$ cat src/rtl/keypad_scanner_pkg.sv
// rtl/keypad_scanner_pkg.sv - shared codes, debounce states and keymap for the keypad scanner
package keypad_scanner_pkg;

    localparam logic [4:0] DEF_BLANK_CODE = 5'd21;

    localparam logic [4:0] KEY_A    = 5'd10;
    localparam logic [4:0] KEY_B    = 5'd11;
    localparam logic [4:0] KEY_C    = 5'd12;
    localparam logic [4:0] KEY_D    = 5'd13;
    localparam logic [4:0] KEY_E    = 5'd14;
    localparam logic [4:0] KEY_F    = 5'd15;
    // Frame result meaning "no single key": outside 0..15 so it never aliases a key
    localparam logic [4:0] KEY_NONE = 5'd16;

    typedef enum logic [1:0] {
        DB_IDLE    = 2'd0,
        DB_PRESS   = 2'd1,
        DB_HELD    = 2'd2,
        DB_RELEASE = 2'd3
    } db_state_t;

    // Physical keypad layout, indexed by row and column
    function automatic logic [4:0] keymap(input logic [1:0] r, input logic [1:0] c);
        logic [4:0] code;
        case ({r, c})
            4'h0:    code = 5'd1;
            4'h1:    code = 5'd2;
            4'h2:    code = 5'd3;
            4'h3:    code = KEY_A;
            4'h4:    code = 5'd4;
            4'h5:    code = 5'd5;
            4'h6:    code = 5'd6;
            4'h7:    code = KEY_B;
            4'h8:    code = 5'd7;
            4'h9:    code = 5'd8;
            4'hA:    code = 5'd9;
            4'hB:    code = KEY_C;
            4'hC:    code = 5'd0;
            4'hD:    code = KEY_F;
            4'hE:    code = KEY_E;
            default: code = KEY_D;
        endcase
        return code;
    endfunction

endpackage

$ cat src/rtl/key_debounce.sv
// rtl/key_debounce.sv - per-frame press/release debounce FSM producing one accept pulse per press
module key_debounce
    import keypad_scanner_pkg::*;
#(
    parameter int         DEBOUNCE_SCANS = 4,
    parameter logic [4:0] BLANK_CODE     = DEF_BLANK_CODE
) (
    input  logic       clk,
    input  logic       rst,
    input  logic       frame_end,
    input  logic [4:0] frame_key,
    output logic       accepted,
    output logic [4:0] code
);

    localparam int CW = $clog2(DEBOUNCE_SCANS + 1);
    localparam logic [CW-1:0] LAST = CW'(DEBOUNCE_SCANS);
    localparam logic [CW-1:0] ONE  = CW'(1);

    db_state_t     state;
    logic [4:0]    cand;
    logic [CW-1:0] cnt;
    logic [CW-1:0] cnt_inc;

    assign cnt_inc = cnt + ONE;

    // Frame-rate FSM; the counter never passes LAST because reaching it always changes state
    always_ff @(posedge clk or negedge rst) begin
        if (!rst) begin
            state    <= DB_IDLE;
            cand     <= KEY_NONE;
            cnt      <= '0;
            accepted <= 1'b0;
            code     <= BLANK_CODE;
        end else begin
            accepted <= 1'b0;
            if (frame_end) begin
                case (state)
                    DB_IDLE: begin
                        if (frame_key != KEY_NONE) begin
                            cand <= frame_key;
                            cnt  <= ONE;
                            if (LAST == ONE) begin
                                state    <= DB_HELD;
                                accepted <= 1'b1;
                                code     <= frame_key;
                            end else begin
                                state <= DB_PRESS;
                            end
                        end
                    end
                    DB_PRESS: begin
                        if (frame_key == cand) begin
                            cnt <= cnt_inc;
                            if (cnt_inc == LAST) begin
                                state    <= DB_HELD;
                                accepted <= 1'b1;
                                code     <= cand;
                            end
                        end else begin
                            state <= DB_IDLE;
                        end
                    end
                    DB_HELD: begin
                        if (frame_key == KEY_NONE) begin
                            cnt   <= ONE;
                            state <= (LAST == ONE) ? DB_IDLE : DB_RELEASE;
                        end
                    end
                    default: begin
                        if (frame_key == KEY_NONE) begin
                            cnt <= cnt_inc;
                            if (cnt_inc == LAST) begin
                                state <= DB_IDLE;
                            end
                        end else begin
                            state <= DB_HELD;
                        end
                    end
                endcase
            end
        end
    end

endmodule

$ cat src/rtl/keypad_scanner.sv
// rtl/keypad_scanner.sv - 4x4 keypad column scanner, frame decoder and 4-digit entry buffer
module keypad_scanner
    import keypad_scanner_pkg::*;
#(
    parameter int         SCAN_DIV       = 100000,
    parameter int         DEBOUNCE_SCANS = 4,
    parameter logic [4:0] BLANK_CODE     = DEF_BLANK_CODE
) (
    input  logic       clk,
    input  logic       rst,
    input  logic [3:0] row,
    input  logic       clear_entry,
    output logic [3:0] col,
    output logic [4:0] key_code,
    output logic       key_valid,
    output logic [4:0] digit1,
    output logic [4:0] digit2,
    output logic [4:0] digit3,
    output logic [4:0] digit4,
    output logic [2:0] entry_count,
    output logic       entry_full
);

    localparam int DW = $clog2(SCAN_DIV);

    logic [3:0]    row_s1;
    logic [3:0]    row_s2;
    logic [DW-1:0] dwell;
    logic [1:0]    col_idx;
    logic          sample;
    logic          frame_end;
    logic [2:0]    acc_hits;
    logic [4:0]    acc_code;
    logic [2:0]    col_hits;
    logic [2:0]    tot_hits;
    logic [4:0]    col_code;
    logic [4:0]    cur_code;
    logic [4:0]    frame_key;
    logic [4:0]    digs [4];

    // Two-flop synchronizer; idle rows read as released
    always_ff @(posedge clk or negedge rst) begin
        if (!rst) begin
            row_s1 <= 4'hF;
            row_s2 <= 4'hF;
        end else begin
            row_s1 <= row;
            row_s2 <= row_s1;
        end
    end

    assign sample    = (dwell == DW'(SCAN_DIV - 1));
    assign frame_end = sample && (col_idx == 2'd3);
    assign col       = ~(4'b0001 << col_idx);

    // Dwell counter and column index; index wraps naturally after column 3
    always_ff @(posedge clk or negedge rst) begin
        if (!rst) begin
            dwell   <= '0;
            col_idx <= 2'd0;
        end else if (sample) begin
            dwell   <= '0;
            col_idx <= col_idx + 2'd1;
        end else begin
            dwell <= dwell + DW'(1);
        end
    end

    // Count low rows in the strobed column and merge with what earlier columns of this frame saw
    always_comb begin
        col_hits = 3'd0;
        col_code = KEY_NONE;
        for (int r = 0; r < 4; r++) begin
            if (!row_s2[r]) begin
                col_hits = col_hits + 3'd1;
                col_code = keymap(2'(r), col_idx);
            end
        end
        tot_hits  = acc_hits + col_hits;
        cur_code  = (col_hits != 3'd0) ? col_code : acc_code;
        frame_key = (tot_hits == 3'd1) ? cur_code : KEY_NONE;
    end

    // Frame accumulator; hit count saturates at 2 since only "exactly one" matters
    always_ff @(posedge clk or negedge rst) begin
        if (!rst) begin
            acc_hits <= 3'd0;
            acc_code <= KEY_NONE;
        end else if (frame_end) begin
            acc_hits <= 3'd0;
            acc_code <= KEY_NONE;
        end else if (sample) begin
            acc_hits <= (tot_hits >= 3'd2) ? 3'd2 : tot_hits;
            acc_code <= cur_code;
        end
    end

    key_debounce #(
        .DEBOUNCE_SCANS(DEBOUNCE_SCANS),
        .BLANK_CODE    (BLANK_CODE)
    ) u_debounce (
        .clk      (clk),
        .rst      (rst),
        .frame_end(frame_end),
        .frame_key(frame_key),
        .accepted (key_valid),
        .code     (key_code)
    );

    // Entry buffer; clear wins over a store in the same cycle, full buffer drops further digits
    always_ff @(posedge clk or negedge rst) begin
        if (!rst) begin
            for (int i = 0; i < 4; i++) digs[i] <= BLANK_CODE;
            entry_count <= 3'd0;
        end else if (clear_entry) begin
            for (int i = 0; i < 4; i++) digs[i] <= BLANK_CODE;
            entry_count <= 3'd0;
        end else if (key_valid && (key_code <= 5'd9) && (entry_count < 3'd4)) begin
            digs[entry_count[1:0]] <= key_code;
            entry_count            <= entry_count + 3'd1;
        end
    end

    assign digit1     = digs[0];
    assign digit2     = digs[1];
    assign digit3     = digs[2];
    assign digit4     = digs[3];
    assign entry_full = (entry_count == 3'd4);

endmodule

$ cat config.mk
export PLATFORM = sky130hd
export DESIGN_NAME = keypad_scanner
export DESIGN_NICKNAME = d
export VERILOG_FILES = /design/src/rtl/keypad_scanner_pkg.sv /design/src/rtl/key_debounce.sv /design/src/rtl/keypad_scanner.sv
export SDC_FILE = /design/constraint.sdc
export NUM_CORES = 1
export LEC_CHECK = 0
export ABC_CLOCK_PERIOD_IN_PS = 4200
export BUFFER_PORTS_ARGS = -buffer_cell sky130_fd_sc_hd__buf_2
export CORE_MARGIN = 2
export CORE_UTILIZATION = 50
export DETAILED_ROUTE_END_ITERATION = 8
export GPL_TIMING_DRIVEN = 0
export PLACE_DENSITY = 0.72
export SETUP_SLACK_MARGIN = 0.1
export SYNTH_ARGS = -nofsm -noshare
export SYNTH_HDL_FRONTEND = slang
export SYNTH_HIERARCHICAL = 1
export SYNTH_SLANG_ARGS = --single-unit
$ cat constraint.sdc
create_clock -name clk -period 4.2 [get_ports clk]
set_input_delay 0.42 -clock clk [delete_from_list [all_inputs] [get_ports clk]]
set_output_delay 0.42 -clock clk [all_outputs]
set_load 0.01 [all_outputs]
Word-level counts from Yosys, hierarchy flattened. Index checks and enable logic that the tools add are counted. W data, S select, Z words.

Register bits after elaboration: 74. Latch bits: 0. RAM bits: 0. ROM bits: 0. Bits of input ports: 7. Memories kept: 0.

$add $sub $neg: 8. $mul: 0. Div/mod/pow operators: 0. $lt $le $gt $ge: 5. Equal/unequal tests: 17. Shift operators: 1. Multiplexer cells: 43. Bitwise operators: 2. Reduce and logical (&&, ||, !) cells: 14.

Operator list (number): $pmux W5 S4 (3); $mux W5 (9); $mux W20 (2); $mux W3 (12); $bwmux W20 (1); $add A17 B1 Y17 const B (1); $eq A17 B17 Y1 const B (1); $mux W17 (1); $add A3 B1 Y3 const B (5); $mux W2 (6); $pmux W4 S3 (1); $demux W5 S2 (1); $reduce_and A5 Y1 (2); $pmux W3 S3 (1); $eq A2 B2 Y1 const B (3); $eq A3 B3 Y1 const B (2); $ne A2 B1 Y1 const B (3); $pmux W2 S3 (1); $reduce_bool A3 Y1 (2); $eq A5 B5 Y1 (1); $eq A5 B5 Y1 const B (1); $le A5 B4 Y1 const B (1); $mux W1 (5); $ne A5 B4 Y1 const B (1); other kinds (18) (24).

Depth between registers and ports, before layout.
Depth in word-level cells: 14. Gate-level depth with buffers: 20. Gate-level depth less buffers: 19.

Hierarchy. The synthesis kept the hierarchy.

By module, submodules not included: keypad_scanner (times used 1, cells each 286, area each 2949.1 sq um, sequential area each 1477.7 sq um); key_debounce (times used 1, cells each 75, area each 887.1 sq um, sequential area each 405.4 sq um).

Least setup slack after synthesis. Ideal clock, no wire load.

Path kind: register -> register. From: register row_s2[1]. To: register u_debounce.code[1]. Library setup time: 0.125 ns. Data arrival time: 4.249 ns. Slack: -0.174 ns. Stages on the path, launching flop included: 20. Cell sequence: dfstp_2 -> inv_1 -> ha_1 -> xnor2_1 -> ha_1 -> nor2_1 -> a31o_2 -> inv_1 -> fa_1 -> xor2_1 -> xnor3_1 -> nor2b_1 -> nand2_1 -> a211oi_1 -> xnor2_1 -> nand4_1 -> nor3_1 -> and4_1 -> buf_2 -> mux2_2.

Cells in the longest elaborated chain, start to end: 10. Elaborated cells on any way between the ends: 15. Those cells by class: add/sub: 3; eq/ne: 2; mux: 8; reduce/logical: 2.

Ends and longest elaborated chain: start, declared (line keypad_scanner.sv:27) `logic [3:0] row_s2;`; start signal, assigned (line keypad_scanner.sv:48) `row_s2 <= row_s1;`; $mux W3 (line keypad_scanner.sv:74) `if (!row_s2[r]) begin`; $add A3 B1 Y3 (line keypad_scanner.sv:75) `col_hits = col_hits + 3'd1;`; $mux W3 (line keypad_scanner.sv:74); $add A3 B1 Y3 (line keypad_scanner.sv:75); $mux W3 (line keypad_scanner.sv:74); $add A3 B3 Y3 or $reduce_bool A3 Y1 (tied branches) (line keypad_scanner.sv:79, keypad_scanner.sv:80); $eq A3 B1 Y1 or $mux W5 (tied branches) (line keypad_scanner.sv:81, keypad_scanner.sv:80); $mux W5 * (line keypad_scanner.sv:81) `frame_key = (tot_hits == 3'd1) ? cur_code : KEY_NONE;`; via frame_key[1] (line keypad_scanner.sv:38) `logic [4:0] frame_key;`; $eq A5 B5 Y1 * (line key_debounce.sv:53) `if (frame_key == cand) begin`; $reduce_and A4 Y1 (no line) *; end signal, assigned (line key_debounce.sv:46) `code <= frame_key;`; end signal, assigned (line key_debounce.sv:58) `code <= cand;`; end, declared (line key_debounce.sv:13) `output logic [4:0] code`.

Mark *: on every way through the listed nets, which the timed path passes. The rest lies on a longest branch. A chain may end at the register's enable or synchronous reset.

Worst setup path after layout.
From: register row_s2[0]. To: register u_debounce.code[3].

Cells in the longest elaborated chain, start to end: 12. Elaborated cells on any way between the ends: 18. Those cells by class: add/sub: 4; eq/ne: 2; mux: 10; reduce/logical: 2.

Ends and longest elaborated chain (line): $mux W1 (keypad_scanner.sv:74); $add A3 B1 Y3 (keypad_scanner.sv:75); $mux W3 (keypad_scanner.sv:74); $add A3 B1 Y3 (keypad_scanner.sv:75); $mux W3 (keypad_scanner.sv:74); $add A3 B1 Y3 (keypad_scanner.sv:75); $mux W3 (keypad_scanner.sv:74); $add A3 B3 Y3 or $reduce_bool A3 Y1 (tied branches) (keypad_scanner.sv:79, keypad_scanner.sv:80); $eq A3 B1 Y1 or $mux W5 (tied branches) (keypad_scanner.sv:81, keypad_scanner.sv:80); $mux W5 * (keypad_scanner.sv:81); via frame_key[1] (keypad_scanner.sv:38); $eq A5 B5 Y1 * (key_debounce.sv:53); $reduce_and A4 Y1 (no line) *.

Marked as above.

==> metrics list <==
* Number of nets with antenna violations after detailed routing: 0
- STA classifies the critical path endpoint as a flop.
- Setup clock skew after layout: 0.0124 ns
* Share of post-route cells with drive strength above 1: 0.316
- Leakage: 2.14 nW
* Worst-path fanout max: 6
- Unique cell type count in the Yosys netlist: 53
- First-pass GRT wire length: 12.9 mm
- Sw frac: 0.263
* Antenna violations before repair: 0
- TritonCTS built the clock tree.
- Detailed-route vias per instance: 5.42
- I/O pins: 41
- After detailed routing, the average wire length per cell comes to 14.3 um.
* Worst setup path class: reg2reg
- Of the total power, the clock network draws 0.405.
- Counting flops with an async set or reset pin after synthesis yields a share of 1.00.
- Placed Instances: 501
- Peak ir drop on the vdd network: 160 uV
- Combinational group share of total power: 0.093
- Total number of nets in the final design: 453
* Post-synthesis average cell area: 10.6 um2
- Number of max-cap violations: 0
- GP Congestion: 0.824
* Worst slew margin: 0.531
- Top sig layer: met4
- For this configuration, the core starts out at a cell density of 0.523.
- The worst setup path is launched from a flop.
* Synthesis-to-layout area growth: 20.2%
- Maximum achievable frequency: 239 MHz
- Slew @ Worst Pin: 0.693 ns
- Clock root cell: sky130_fd_sc_hd__clkbuf_8
* Post-synth design cell area: 0.00384 mm2
* DRC: 0
* Number of enable flip-flop cells after synthesis: 0
* Time the worst path needs with I/O delays and setup: 4.19 ns
* Path type of the worst min-delay path: in2async
- Reg2reg setup slack: 0.01 ns
- Horizontal die dimension: 91.6 um
* Cell internal pwr: 1.06 mW
- Before antenna repair, the detailed router went through 4 iterations.
- Counting every instance in the synthesized netlist gives 361.
- Sinks on the clock net: 74
- From bottom edge to top edge, the die measures 91.6 um.
* Final setup margin: 0.0147 ns
- The clock passes through at most 2 buffers.
- The repair_antennas step left the layout with diodes totalling 0.
- The share of synthesized area in the top cell type comes to 0.320.
- Post-route fraction of the period consumed by the critical path: 0.997
- Run status: finished, final reports clean
- Total power: 1.44 mW
* Sum of met3 wire segment lengths after detailed routing: 289 um
- Post-synth top cells: sky130_fd_sc_hd__dfrtp_1, sky130_fd_sc_hd__nand2_1, sky130_fd_sc_hd__dfstp_2
- The share of total power dissipated in sequential elements is 0.502.
* Row Count: 31
* Maximum number of pins on one net before global-route repair: 75
- Detailed route wirelength on metal2: 3.60 mm
* Die outline area: 0.00839 mm2
* Met1 wire length: 3.51 mm
- Number of max-slew violations in the final report: 0
- Half-perimeter wire length after detailed placement: 5.09 mm
- The H-tree generated during clock tree synthesis spans 3 levels.
- Worst hold margin: 0.0724 ns
- The number of hold violations in the final report was 0.
- Setup repair after global routing could not meet its margin everywhere.
- The detailed router finished its first iteration with 84 violations.
- The via count of the first global-routing pass is 2843.
- Syn_nets: 392
- TritonCTS created 9 clock buffers.
* Share of synthesized area occupied by flip-flops and latches: 0.491
- Setup slack at placement: -0.140 ns
* Overflow after GRT: 0
- Sorting the synthesized cells by area gives the leading types as sky130_fd_sc_hd__dfrtp_1, sky130_fd_sc_hd__dfstp_2, sky130_fd_sc_hd__ha_1.
- During synthesis, Yosys emitted a total of 6 warnings.
* Data arrival time of the critical path: 4.43 ns
- Setup violations remaining at the end of the flow were counted as 0.
- Quantity of hold-fixing buffers added after cts: 0
- Summed over all layers, the routed wires come to 7.51 mm.
- Summed over all instances, the cell type with the most area after synthesis is sky130_fd_sc_hd__dfrtp_1.
* Worst-skew pair later-pin latency: 0.36 ns
- Among all cell types in the netlist, the one instantiated most often is sky130_fd_sc_hd__dfrtp_1.
* WP data required: 4.44 ns
- Clock-pin transition on the worst setup and hold timing paths: 0.08 ns
* Number of standard cells in the layout, taps in and fillers out: 526
- Core area: 0.00733 mm2
- Summed over all nets, the switching power comes to 0.378 mW.
- Seq cells post-synth: 74
- Overall Global Routing Usage: 0.193
- Number of vias after detailed routing: 2852
- At the end of the flow the core is filled with cells to 0.629.
- Input and output buffers added on the ports amount to 40.
- In this run the power density over the cells is 312 mW/mm2.
* Top_reg_cell synth: sky130_fd_sc_hd__dfrtp_1
path summary, 6_finish.rpt:
check | to | startpoint | cells past startpoint
hold / removal | u_debounce/state[0] | rst | 2
setup / recovery | u_debounce/code[3] | row_s2[0] | 19
setup reg to reg | u_debounce/code[3] | row_s2[0] | 19
min in group clk | row_s1[2] | row[2] | 1
max in group asynchronous | digit2[4] | rst | 2
hold reg to reg | row_s2[2] | row_s1[2] | 0
final cells by class:
type,count,area [um2]
plain buffers,10,68.8
clock buffers,9,124
clock inverters,7,83.8
fillers,595,2720
inverters,20,77.6
multi-input cells,257,1950
flip-flops and latches,74,1880
well taps,99,124
repair buffers,50,298
flip-flops by register name (all words and copies together), names as in the netlist, 4 cells and up:
signal,cells
digit2,5
u_debounce/code,5
digit1,5
row_s2,4
digit4,5
row_s1,4
acc_code,5
digit3,5
u_debounce/cand,5
dwell,17
worst max-delay path, stage by stage (launching register included):
cell and delay [ns]:
sky130_fd_sc_hd__dfstp_2 0.55, sky130_fd_sc_hd__inv_2 0.05, sky130_fd_sc_hd__ha_4 0.26, sky130_fd_sc_hd__xnor2_4 0.13
sky130_fd_sc_hd__ha_1 0.29, sky130_fd_sc_hd__nor2_1 0.08, sky130_fd_sc_hd__a31o_2 0.14, sky130_fd_sc_hd__inv_2 0.05
sky130_fd_sc_hd__fa_2 0.36, sky130_fd_sc_hd__xor2_2 0.15, sky130_fd_sc_hd__xnor3_1 0.21, sky130_fd_sc_hd__nor2b_4 0.18
sky130_fd_sc_hd__nand2_4 0.10, sky130_fd_sc_hd__a211oi_4 0.21, sky130_fd_sc_hd__xnor2_1 0.18, sky130_fd_sc_hd__nand4_1 0.21
sky130_fd_sc_hd__nor3_4 0.26, sky130_fd_sc_hd__and4_1 0.23, sky130_fd_sc_hd__buf_6 0.14, sky130_fd_sc_hd__mux2_4 0.30
per-stage QoR:
step                setup TNS [ns]  area [um2]
detailed placement          -0.822        4240
finish                           0        4610
global placement            -0.616        4210
floorplan                        0        3880
CTS                              0        4510
global route                -0.965        4610
power by group through the flow:
| stage | logic (mW) | registers (mW) | clock network (mW) |
|---|---|---|---|
| after global placement | 0.103 | 0.736 | 0 |
| after global routing | 0.149 | 0.723 | 0.622 |
| after floorplan | 0.0732 | 0.736 | 0 |
| after CTS | 0.120 | 0.722 | 0.601 |
| final | 0.134 | 0.723 | 0.582 |
| after detailed placement | 0.107 | 0.736 | 0 |
cell families (layout without fill, tap and decap cells):
group | after synthesis | count (layout) | synth area share
xor gates and xnor gates | 26 | 26 | 0.0629
DFF | 74 | 74 | 0.491
adders and majority gates | 24 | 24 | 0.0802
and+or+nand+nor | 133 | 133 | 0.182
muxes | 18 | 18 | 0.0515
AOI/OAI and AO/OA | 56 | 56 | 0.0985
buffers and inverters | 30 | 96 | 0.0342
what timing repair did:
action                                  in CTS  in global routing
cloned                                       0                  0
setup buffers                                5                  4
pin swaps                                    3                  3
endpoints found under the setup margin      15                 15
resized for setup                            8                 17
per-layer routing:
metal / vias to the layer above / track usage
li1: 1381 / -
met1: 1408 / 0.249
met2: 51 / 0.311
met5: - / 0
met3: 12 / 0.0290
met4: 0 / 0.105
cells in the final DEF, fill, tap and decap left out, drive strengths merged, types with 7 or more instances in the layout:
cell type  count
o21ai          8
and3          15
nand2         41
mux2i          7
a211o          9
ha            23
xor2          10
nor2          21
a21oi         17
nand3         23
dfrtp         49
inv           24
buf           56
mux2          11
dfstp         25
xnor2         15
clkbuf        13
Note: power is estimated with default switching activity, not from simulation.
